==> config.mk <==
export PLATFORM = sky130hd
export DESIGN_NAME = wide_addsub_seq
export DESIGN_NICKNAME = d
export VERILOG_FILES = /design/src/rtl/wide_addsub_seq_pkg.sv /design/src/rtl/wide_addsub_seq_prefix_add16.sv /design/src/rtl/wide_addsub_seq.sv
export SDC_FILE = /design/constraint.sdc
export NUM_CORES = 1
export LEC_CHECK = 0
export BUFFER_PORTS_ARGS = -buffer_cell sky130_fd_sc_hd__buf_2
export CAP_MARGIN = 20
export CORE_MARGIN = 3
export CORE_UTILIZATION = 35
export DETAILED_ROUTE_END_ITERATION = 16
export PLACE_DENSITY = 0.52
export SYNTH_ARGS = -nofsm -noshare
export SYNTH_HDL_FRONTEND = slang
export SYNTH_SLANG_ARGS = --single-unit
==> constraint.sdc <==
create_clock -name clk -period 5.55 [get_ports clk]
set_input_delay 0.2775 -clock clk [delete_from_list [all_inputs] [get_ports clk]]
set_output_delay 0.2775 -clock clk [all_outputs]
set_load 0.005 [all_outputs]
==> src/rtl/wide_addsub_seq_pkg.sv <==
// rtl/wide_addsub_seq_pkg.sv - shared types and helpers for the chunked wide adder/subtractor
package wide_addsub_seq_pkg;

  localparam int WORD_W_DEF = 16;

  typedef enum logic [1:0] {
    IDLE = 2'd0,
    RUN  = 2'd1,
    DONE = 2'd2
  } state_t;

  // Carry out of a slice recovered from the operand MSBs and the sum MSB only.
  function automatic logic chunk_carry(input logic a_msb, input logic b_msb, input logic s_msb);
    return (a_msb & b_msb) | ((a_msb | b_msb) & ~s_msb);
  endfunction

  function automatic logic signed_ovf(input logic a_msb, input logic b_msb, input logic s_msb);
    return (a_msb == b_msb) && (s_msb != a_msb);
  endfunction

endpackage

==> src/rtl/wide_addsub_seq_prefix_add16.sv <==
// rtl/wide_addsub_seq_prefix_add16.sv - combinational Kogge-Stone adder slice with carry in/out
module prefix_add16
  import wide_addsub_seq_pkg::*;
#(
  parameter int WIDTH = WORD_W_DEF
) (
  input  logic [WIDTH-1:0] a,
  input  logic [WIDTH-1:0] b,
  input  logic             ci,
  output logic [WIDTH-1:0] s,
  output logic             co
);

  logic [WIDTH-1:0] gk;
  logic [WIDTH-1:0] pk;
  logic [WIDTH-1:0] gn;
  logic [WIDTH-1:0] pn;

  // ci is folded into bit 0's generate so the prefix tree yields carries directly.
  always_comb begin
    gk    = a & b;
    gk[0] = (a[0] & b[0]) | ((a[0] ^ b[0]) & ci);
    pk    = a ^ b;
    gn    = gk;
    pn    = pk;
    for (int d = 1; d < WIDTH; d = d * 2) begin
      gn = gk;
      pn = pk;
      for (int i = d; i < WIDTH; i++) begin
        gn[i] = gk[i] | (pk[i] & gk[i-d]);
        pn[i] = pk[i] & pk[i-d];
      end
      gk = gn;
      pk = pn;
    end
    s  = (a ^ b) ^ {gk[WIDTH-2:0], ci};
    co = chunk_carry(a[WIDTH-1], b[WIDTH-1], s[WIDTH-1]);
  end

endmodule

==> src/rtl/wide_addsub_seq.sv <==
// rtl/wide_addsub_seq.sv - multi-cycle wide add/sub feeding one prefix slice a chunk per cycle
module wide_addsub_seq
  import wide_addsub_seq_pkg::*;
#(
  parameter int WORD_W    = WORD_W_DEF,
  parameter int NUM_WORDS = 4
) (
  input  logic                        clk,
  input  logic                        rst_n,
  input  logic                        in_valid,
  output logic                        in_ready,
  input  logic [WORD_W*NUM_WORDS-1:0] in_a,
  input  logic [WORD_W*NUM_WORDS-1:0] in_b,
  input  logic                        in_sub,
  output logic                        out_valid,
  input  logic                        out_ready,
  output logic [WORD_W*NUM_WORDS-1:0] out_sum,
  output logic                        out_cout,
  output logic                        out_ovf
);

  localparam int N     = WORD_W * NUM_WORDS;
  localparam int IDX_W = $clog2(NUM_WORDS);
  localparam logic [IDX_W-1:0] LAST_IDX = IDX_W'(NUM_WORDS - 1);

  state_t            state;
  state_t            state_nxt;
  logic [IDX_W-1:0]  idx;
  logic              carry;
  logic [N-1:0]      opa;
  logic [N-1:0]      opb;
  logic [N-1:0]      acc;
  logic [N-1:0]      sum_nxt;
  logic [WORD_W-1:0] slice_a;
  logic [WORD_W-1:0] slice_b;
  logic [WORD_W-1:0] slice_s;
  logic              slice_co;
  logic              last;

  assign slice_a = opa[idx*WORD_W +: WORD_W];
  assign slice_b = opb[idx*WORD_W +: WORD_W];
  assign last    = (idx == LAST_IDX);

  prefix_add16 #(
    .WIDTH (WORD_W)
  ) u_slice (
    .a  (slice_a),
    .b  (slice_b),
    .ci (carry),
    .s  (slice_s),
    .co (slice_co)
  );

  // Accumulator with the current chunk merged in; on the last chunk this is the full result.
  always_comb begin
    sum_nxt                         = acc;
    sum_nxt[idx*WORD_W +: WORD_W]   = slice_s;
  end

  always_comb begin
    state_nxt = state;
    in_ready  = 1'b0;
    out_valid = 1'b0;
    case (state)
      IDLE: begin
        in_ready = 1'b1;
        if (in_valid) state_nxt = RUN;
      end
      RUN: begin
        if (last) state_nxt = DONE;
      end
      DONE: begin
        out_valid = 1'b1;
        if (out_ready) state_nxt = IDLE;
      end
      default: state_nxt = IDLE;
    endcase
  end

  always_ff @(posedge clk or negedge rst_n) begin
    if (!rst_n) state <= IDLE;
    else        state <= state_nxt;
  end

  always_ff @(posedge clk or negedge rst_n) begin
    if (!rst_n) begin
      idx      <= '0;
      carry    <= 1'b0;
      opa      <= '0;
      opb      <= '0;
      acc      <= '0;
      out_sum  <= '0;
      out_cout <= 1'b0;
      out_ovf  <= 1'b0;
    end else begin
      case (state)
        IDLE: begin
          if (in_valid) begin
            opa   <= in_a;
            opb   <= in_sub ? ~in_b : in_b;
            carry <= in_sub;
            idx   <= '0;
          end
        end
        RUN: begin
          acc   <= sum_nxt;
          carry <= slice_co;
          if (last) begin
            out_sum  <= sum_nxt;
            out_cout <= slice_co;
            out_ovf  <= signed_ovf(opa[N-1], opb[N-1], slice_s[WORD_W-1]);
          end else begin
            idx <= idx + 1'b1;
          end
        end
        default: ;
      endcase
    end
  end

endmodule

==> flow_metrics.py, run 1 <==
metrics = {
    "outcome": {
        "outcome": "complete, no violations",
    },
    "pwr": {
        "leakagePower_nw": 6.92,
        "comb_power_share_pct": 54.8,
        "peakVddDrop_v": 0.000462,
        "p_seq_share_pct": 28.3,
        "power_frac_clock_pct": 16.8,
        "p_sw_w": 0.00542,
        "p_per_area_nw_per_um2": 776,
        "swShare_pct": 44.8,
        "p_int_w": 0.00668,
    },
    "global_route": {
        "grt_overflow": 0,
        "antenna_found_initial": 0,
        "first_global_vias": 9261,
        "grt_pass1_wl_mm": 54.5,
        "grt_max_degree": 145,
        "grt_usage_pct": 18.0,
    },
    "clocking": {
        "postCtsSetupRepairBufs": 0,
        "cts_tree": "built",
        "cts.clk_slew.worst_paths_ns": 0.06,
        "cts_buffers": 30,
        "h-tree-depth": 1,
        "clk_path_buf_depth": 3,
        "cts_root_buf": "clkbuf_16",
        "clock_latency_ns": 0.55,
        "cts.sinks": 263,
        "cts-resized-gates": 0,
    },
    "placement": {
        "place_congestion": 0.772,
        "dp_hpwl_mm": 23.9,
        "numPortBuffers": 200,
    },
    "detailed_routing": {
        "via_count": 9023,
        "first_pass_iters": 5,
        "via_per_inst": 5.12,
        "antenna_left": 0,
        "routed_wirelength_mm": 34.6,
        "post_drt_wl_per_cell_um": 19.6,
        "route.detailed.drc": 0,
        "dr.first_iter.drc_count": 584,
    },
    "synthesis": {
        "ys_warn_count": 0,
        "synthXorXnorAreaFrac_pct": 5.79,
        "avgSynthCellArea_sq_um": 11.9,
        "synth_edf_count": 0,
        "synth-simple-area-share_pct": 8.66,
        "synth_compound_area_share_pct": 15.2,
        "synth.cells.most_frequent": "263 x dfrtp_1, 148 x nor2_1, 77 x a21oi_1",
        "synth_area_leaders": "dfrtp_1 53%, mux2_2 5.9%, mux4_2 5.8%",
        "synth_top_family_by_area": "compound AO/OA/AOI/OAI gates",
        "synthAdderAreaFrac_pct": 2.49,
        "syn_area_sq_um": 12400,
        "yosysMostFrequentCell": "dfrtp_1",
        "synth_flop_cell": "dfrtp_1",
        "synth_cells": 1044,
        "synth_top_area_share_pct": 52.9,
        "synth_fp_nets": 1200,
        "synthDistinctLibCells": 60,
        "synth_top_area_cell": "dfrtp_1",
        "yosysSeqAreaShare_pct": 52.9,
        "muxShareOfSynthArea_pct": 11.8,
        "async_flop_share_pct": 100,
        "synth-seq-cells": 263,
    },
    "sta": {
        "fin_skew_ns": 0.0124,
        "worstMarginPinSlew_ns": 0.992,
        "fmax_mhz": 243,
        "tns_ns": 0,
        "min_period_over_period_pct": 74.0,
        "report.final.slew_viol_count": 0,
        "fin_crit_ns": 4.11,
        "rsz0062_at_grt": "false",
        "hold_viol": 0,
        "setup_viol": 0,
        "relSlewSlack_pct": 33.9,
    },
    "die": {
        "die_h_um": 195,
        "dieArea_sq_um": 37800,
        "io_pins": 201,
        "die_width_um": 195,
        "initial_utilization_pct": 35.8,
        "num_rows": 68,
        "fp.coreArea_sq_um": 34800,
    },
    "min_path": {
        "worstHoldEndpoint": "opa[26]",
        "hold_class": "input pin to flop",
        "min-delay-start": "in_a[26]",
        "min_path_cells": 2,
    },
    "critical_path": {
        "timing.rr.start": "idx[0]",
        "reg2reg_depth": 14,
        "cp_num_buf_inv": 1,
        "arrival_ns": 4.50,
        "critPathCaptureType": "flop",
        "critical_path.top_delay_family": "adder cells",
        "required_ns": 5.94,
        "slowest_stage": "fa_1",
        "crit_chain": "buf_12 -> mux4_2 -> fa_1 -> a21o_1 -> nand4_1 -> a31o_2 -> a21oi_1 -> nor2_4 -> o211ai_1 -> a21o_1 -> fa_1 -> nor2_1 -> a21oi_1 -> o21ai_0",
        "reg2reg_slack_ns": 1.44,
        "cpPeakStageDelay_ns": 0.70,
        "startpoint_type": "flop",
        "crit_fanout": 23,
        "crit_type": "flop to flop",
        "rr_endpoint": "out_ovf",
    },
    "layout": {
        "final_util_pct": 44.8,
        "final_nets": 1440,
        "drive_gt1_share_pct": 29.8,
        "area_delta_synth_final_pct": 25.3,
        "antenna_cells": 0,
        "fill_cells": 3286,
    },
    "run": {
        "max_cap_viol_count": 0,
    },
}
## timing repair
action                                 CTS  global route
endpoints found under the hold margin  194             0
hold buffers                            76             0
setup endpoints to repair                0             0
## power groups by stage
stage	registers [W]	logic (W)	clock network [W]
after floorplan	0.00318	0.00485	0
after global placement	0.00352	0.00648	0
after detailed placement	0.00351	0.00656	0
after CTS	0.00348	0.00661	0.00210
after global routing	0.00353	0.00733	0.00217
final	0.00343	0.00664	0.00203
## cells in the final DEF (no fill, tap or decap), types with 3 or more instances in the layout
cell type      synthesis  routed
o31ai_1                3       3
a22o_1                64      64
xnor2_2                5       5
a22oi_1               18      18
and2_1                 6       5
xnor2_1               67      67
mux4_2                32      32
bufinv_16              0       4
nor2b_1                3       3
clkbuf_1              31      10
a221oi_1              30      30
nand2_1               39      38
mux2_2                65      65
and3_1                14      14
a221o_1                8       8
dlygate4sd3_1          0      76
ha_1                  20      20
fa_1                   3       3
nand3_1                8       8
a21o_1                 3       3
a221oi_2               4       4
clkbuf_16              0      31
o21ai_1               10      10
a21oi_1               77      77
clkinv_2               0       6
buf_12                 0       3
buf_2                 34     198
nand2b_1               4       4
nor2_1               148     148
clkbuf_8               0       3
inv_1                 13      13
buf_4                  1       7
dfrtp_1              263     261
o21ai_0               21      21
nand4_1                3       3
## logic make-up (layout without fill, tap and decap cells)
group,count (synthesis),in the layout
and+or+nand+nor,237,237
adders and majority gates,23,23
buffers and inverters,92,356
AOI/OAI and AO/OA,256,256
xor gates and xnor gates,75,75
muxes,98,98
DFF,263,263
## area by class of cell
type                            count  area, sq um  area share, %
Timing Repair Buffer              286         1890           12.1
Clock inverter                     12          166           1.07
Clock buffer                       44          855           5.48
Multi-Input combinational cell    689         5470           35.1
Tap cell                          455          569           3.65
Sequential cell                   263         6580           42.2
Inverter                           14         52.6          0.337
## state kept, by name (all words and copies together) (netlist names)
register  flops
idx           2
out_ovf       1
state         2
opa          64
out_sum      64
out_cout      1
acc          64
carry         1
opb          64
## per-layer routing
metal / global-route usage [%] / up-vias / share of wire (%)
met5: 0 / - / 0
met4: 3.46 / 0 / 1.4
met3: 2.43 / 36 / 4.2
met2: 29.7 / 219 / 48
met1: 25.9 / 4515 / 46
li1: - / 4253 / -
## how the worst max path moves through the flow
stage | startpoint | end | slack (ns) | depth (start not counted)
after global placement | idx[0] | out_ovf | 1.11 | 13
after floorplan | idx[0] | out_ovf | 1.52 | 16
after detailed placement | idx[0] | out_ovf | 1.05 | 13
final | idx[0] | out_ovf | 1.44 | 14
after global routing | idx[0] | out_ovf | 1.07 | 14
after CTS | idx[0] | out_ovf | 1.05 | 13
## metrics by stage
step                      instance area [sq um]  power, W  worst slack, ns  instances  hold slack [ns]
after floorplan                           12400   0.00804             1.52       1044          -0.0181
after global placement                    13800    0.0100             1.11       1629            0.445
after detailed placement                  13800    0.0101             1.05       1629            0.441
after CTS                                 15600    0.0122             1.05       1761         0.000242
after global routing                      15600    0.0130             1.07       1763          0.00571
final                                     15600    0.0121             1.44       1763           0.0206
(Power assumes the default switching activity.)
==> run 2, diff against run 1 <==
- PLACE_DENSITY: 0.52 -> 0.54
- clock period: 5.55 -> 3.7 ns (I/O delays scaled with it)
==> run 2 against run 1 <==
  * Largest power group unchanged
  * Combinational power rose by 63%
  * Cell area rose by 5.9%
  * Worst hold slack improved by 0.22 ns
  * Sequential share of layout area fell by 2.4 points
  * Critical path type unchanged
  * Highest routed layer unchanged
  * Sequential power rose by 47%
  * Routed wire length rose by 0.45%
  * Critical path depth rose by 1
  * Maximum frequency rose by 15%
  * Clock-buffer cell count did not move
  * Power rose by 56%
  * First-iteration DRC count fell by 14%
==> flow_metrics.py, run 2 (same netlist as run 1, synthesis figures left out) <==
metrics = {
    "outcome": {
        "outcome": "complete, no violations",
    },
    "clocking": {
        "cts_buffers": 30,
        "clk_path_buf_depth": 3,
        "h-tree-depth": 1,
        "cts.sinks": 263,
        "cts.clk_slew.worst_paths_ns": 0.06,
        "cts_tree": "built",
        "clock_latency_ns": 0.55,
        "cts_root_buf": "clkbuf_16",
    },
    "sta": {
        "fin_crit_ns": 3.58,
        "hold_viol": 0,
        "fin_skew_ns": 0.0180,
        "setup_viol": 0,
        "fin_ws_ns": 0.122,
        "fmax_mhz": 279,
        "relSlewSlack_pct": 30.3,
        "whs_ns": 0.236,
        "report.final.slew_viol_count": 0,
        "min_period_over_period_pct": 96.7,
        "worstMarginPinSlew_ns": 1.04,
    },
    "pwr": {
        "peakVddDrop_v": 0.000967,
        "leakagePower_nw": 7.36,
        "p_per_area_nw_per_um2": 1140,
    },
    "die": {
        "initial_utilization_pct": 35.8,
        "fp.coreArea_sq_um": 34800,
        "dieArea_sq_um": 37800,
        "io_pins": 201,
        "die_width_um": 195,
        "num_rows": 68,
        "die_h_um": 195,
    },
    "critical_path": {
        "startpoint": "idx[0]",
        "critPathCaptureType": "flop",
        "startpoint_type": "flop",
        "required_ns": 4.13,
        "crit_fanout": 10,
        "reg2reg_depth": 15,
        "cp_num_cells": 15,
        "slowest_stage": "mux4_2",
        "crit_chain": "buf_12 -> buf_4 -> mux4_2 -> fa_1 -> a21o_1 -> nand4_1 -> a31o_2 -> a21oi_2 -> nor2_4 -> o211ai_1 -> a21o_1 -> fa_1 -> buf_4 -> a221oi_1 -> nor2_1",
        "cp_num_buf_inv": 3,
        "critical_path.top_delay_family": "compound AO/OA/AOI/OAI gates",
        "cpPeakStageDelay_ns": 0.44,
        "arrival_ns": 4.00,
        "timing.rr.start": "idx[0]",
        "crit_type": "flop to flop",
    },
    "placement": {
        "numPortBuffers": 200,
        "place_congestion": 0.832,
        "place_ws_ns": -0.0686,
        "dp_hpwl_mm": 24.0,
        "placed_area_sq_um": 14100,
        "dp_cells": 1664,
    },
    "layout": {
        "antenna_cells": 0,
        "final_cell_mix": "261 x dfrtp_1, 198 x buf_2, 148 x nor2_1",
        "fill_cells": 3182,
        "stdcell_area_sq_um": 16500,
        "area_delta_synth_final_pct": 32.7,
        "fin_cells": 1855,
        "drive_gt1_share_pct": 31.2,
        "layout_commonest_cell": "dfrtp_1",
        "final_nets": 1533,
    },
    "detailed_routing": {
        "routed_wirelength_mm": 34.8,
        "antenna_left": 0,
        "first_pass_iters": 4,
        "via_per_inst": 5.09,
        "post_drt_wl_per_cell_um": 18.7,
        "route.detailed.drc": 0,
        "via_count": 9447,
        "dr.first_iter.drc_count": 505,
    },
    "global_route": {
        "antenna_found_initial": 0,
        "grt_overflow": 0,
        "first_global_vias": 9756,
        "grt_usage_pct": 18.2,
        "grt_pass1_wl_mm": 55.8,
        "grt_max_degree": 96,
    },
    "min_path": {
        "hold_class": "input pin to asynchronous set/reset pin",
    },
    "run": {
        "max_cap_viol_count": 0,
    },
}
[run 2: changes by cell type in the layout (fill, tap and decap cells not counted), sizes merged]
cell / change
buf: +39
dlygate4sd3: +54
clkinvlp: +1
bufinv: -1
clkinv: -1
[run 2: power breakdown]
group | switching, W | total (W) | internal (W)
Combinational | 0.00628 | 0.0108 | 0.00453
Clock | 0.00118 | 0.00302 | 0.00184
Sequential | 0.000828 | 0.00504 | 0.00421
[run 2: final timing paths]
check,endpoint,slack (ns)
hold / removal,out_sum[32],0.24
setup / recovery,out_sum[47],0.12
min in group clk,opa[63],0.31
setup reg to reg,out_sum[47],0.12
max in group asynchronous,out_sum[61],2.41
hold reg to reg,out_sum[7],0.48
[run 2: metrics by stage]
stage	TNS (ns)	power, W	util (%)
finish	0	0.0189	47.5
global route	-0.0243	0.0203	47.5
CTS	0	0.0188	47.2
detailed placement	-0.172	0.0156	40.5
global placement	-0.0126	0.0155	40.5
floorplan	0	0.0121	-
[run 2: final cells by class]
cell class	count	area, sq um	area share, %
clock buffer	44	875	5.30
timing repair buffer	379	2770	16.8
clock inverter	11	139	0.841
tap	455	569	3.45
inverter	14	52.6	0.318
sequential	263	6580	39.9
multi-input combinational	689	5520	33.5
[run 2: what timing repair did]
item,CTS,global route
gates resized for setup,0,12
endpoints found under the hold margin,218,0
hold buffers,130,0
buffers inserted,3,3
setup endpoints to repair,4,5
[run 2: routing by layer]
metal | track usage [%] | up-vias | share of wire [%]
li1 | - | 4438 | -
met1 | 26.4 | 4678 | 46
met2 | 29.4 | 275 | 47
met3 | 2.43 | 56 | 4.6
met4 | 4.20 | 0 | 2.5
met5 | 0 | - | 0
==> run 3, diff against run 2 <==
- CORE_ASPECT_RATIO: default -> 1.25
==> run 3 against run 2 <==
  * Clock-buffer cell count fell by 6
  * Via count fell by 1.4%
  * Largest power group unchanged
  * Largest cell class unchanged
  * Utilization fell by 0.26 points
  * Routed wire length fell by 2.0%
  * Worst hold slack got worse by 0.20 ns
==> flow_metrics.py, run 3 (same netlist as run 1, synthesis figures left out) <==
metrics = {
    "pwr": {
        "leakagePower_nw": 7.32,
        "finalPower_w": 0.0188,
        "p_per_area_nw_per_um2": 1150,
        "peakVddDrop_v": 0.000908,
    },
    "critical_path": {
        "reg2reg_depth": 14,
        "crit_fanout": 10,
        "cp_num_cells": 14,
        "startpoint_type": "flop",
        "arrival_ns": 3.98,
        "required_ns": 4.12,
        "cpPeakStageDelay_ns": 0.49,
        "startpoint": "idx[0]",
        "crit_type": "flop to flop",
        "critPathCaptureType": "flop",
        "slowest_stage": "mux4_2",
        "timing.rr.start": "idx[0]",
        "cp_num_buf_inv": 3,
        "critical_path.top_delay_family": "compound AO/OA/AOI/OAI gates",
        "reg2reg_slack_ns": 0.14,
        "crit_chain": "buf_12 -> buf_4 -> mux4_2 -> ha_1 -> nand4_1 -> a31o_2 -> a21oi_4 -> nor2_4 -> o211ai_1 -> a21o_1 -> fa_2 -> buf_2 -> a221oi_2 -> nor2_1",
        "rr_endpoint": "out_sum[63]",
        "critPathCapture": "out_sum[63]",
    },
    "sta": {
        "report.final.slew_viol_count": 0,
        "hold_viol": 0,
        "fin_ws_ns": 0.138,
        "fmax_mhz": 281,
        "fin_crit_ns": 3.56,
        "setup_viol": 0,
        "worstMarginPinSlew_ns": 1.08,
        "min_period_over_period_pct": 96.3,
        "relSlewSlack_pct": 27.7,
        "whs_ns": 0.0341,
        "fin_skew_ns": 0.0105,
    },
    "detailed_routing": {
        "dr.first_iter.drc_count": 623,
        "dr_wl_met3_mm": 1.65,
        "post_drt_wl_per_cell_um": 18.3,
        "highest_layer": "met4",
        "dr_wl_met2_mm": 16.4,
        "antenna_left": 0,
        "via_per_inst": 5.01,
        "routed_wirelength_mm": 34.1,
        "first_pass_iters": 5,
        "route.detailed.drc": 0,
        "via_count": 9315,
        "m1WireLength_mm": 15.5,
    },
    "global_route": {
        "grt_usage_pct": 17.9,
        "antenna_found_initial": 0,
        "grt_pass1_wl_mm": 54.6,
        "grt_overflow": 0,
        "first_global_vias": 9639,
        "grt_max_degree": 122,
    },
    "layout": {
        "layout_commonest_cell": "dfrtp_1",
        "final_nets": 1528,
        "fill_cells": 3254,
        "area_delta_synth_final_pct": 32.0,
        "final_cell_mix": "261 x dfrtp_1, 199 x buf_2, 148 x nor2_1",
        "stdcell_area_sq_um": 16400,
        "drive_gt1_share_pct": 31.4,
        "final_util_pct": 47.2,
        "antenna_cells": 0,
    },
    "placement": {
        "place_congestion": 0.820,
        "place_ws_ns": -0.0483,
        "numPortBuffers": 200,
        "placed_area_sq_um": 14100,
        "dp_hpwl_mm": 23.2,
    },
    "die": {
        "die_h_um": 217,
        "die_width_um": 175,
        "dieArea_sq_um": 37900,
        "num_rows": 76,
        "io_pins": 201,
        "fp.coreArea_sq_um": 34800,
        "initial_utilization_pct": 35.7,
    },
    "clocking": {
        "cts.sinks": 263,
        "cts_root_buf": "clkbuf_16",
        "cts_tree": "built",
        "cts.clk_slew.worst_paths_ns": 0.06,
        "clock_latency_ns": 0.54,
        "cts_buffers": 28,
        "h-tree-depth": 1,
        "clk_path_buf_depth": 3,
    },
    "run": {
        "max_cap_viol_count": 0,
    },
    "outcome": {
        "outcome": "complete, no violations",
    },
    "min_path": {
        "hold_class": "input pin to flop",
    },
}
run 3: cell types whose count changed in the layout (fill, tap and decap cells not counted), moves of 2 or more:
cell,change
fa_1,-2
clkbuf_1,-5
buf_12,-3
clkbuf_16,-2
a21oi_2,-2
clkinv_2,+3
buf_6,+2
fa_2,+2
buf_4,-2
a221oi_2,+2
run 3: layout make-up:
type                            count  area [sq um]  share of cell area, %
Tap cell                          468           586                   3.56
Inverter                           14          52.6                  0.320
Clock buffer                       38           820                   4.99
Multi-Input combinational cell    689          5530                   33.6
Sequential cell                   263          6580                   40.1
Timing Repair Buffer              376          2710                   16.5
Clock inverter                     13           146                  0.891
run 3: worst min path at each step:
stage	cells after the start	slack [ns]	end	start
global placement	1	0.37	out_sum[4]	rst_n
finish	3	0.03	opb[48]	in_b[48]
detailed placement	1	0.36	out_sum[0]	rst_n
floorplan	0	-0.11	acc[0]	rst_n
CTS	3	0.0003	opb[48]	in_b[48]
global route	3	0.03	opb[48]	in_b[48]
run 3: stage by stage:
step,TNS (ns),std cells
floorplan,0,1044
global placement,-0.00400,1674
detailed placement,-0.121,1674
CTS,0,1854
global route,-0.0188,1861
finish,0,1861
run 3: timing repair:
action / 4_1_cts / 5_1_grt
setup endpoints to repair: 5 / 5
setup buffers: 0 / 7
hold buffers: 129 / 0
endpoints found under the hold margin: 245 / 0
resized for setup: 1 / 11
pin swaps: 0 / 2
run 3: metal layers:
| layer | vias to the layer above | track usage [%] |
|---|---|---|
| li1 | 4410 | - |
| met3 | 36 | 2.55 |
| met4 | 0 | 3.19 |
| met1 | 4628 | 25.1 |
| met5 | - | 0 |
| met2 | 241 | 30.1 |
run 3: tightest hold or removal path, stage by stage:
cell     delay [ns]
buf_2          0.09
xnor2_1        0.17
a21oi_1        0.08
run 3: power by group:
group	internal, W	switching (W)
clock network	0.00175	0.00115
logic	0.00457	0.00636
registers	0.00421	0.000778
total	0.0105	0.00829
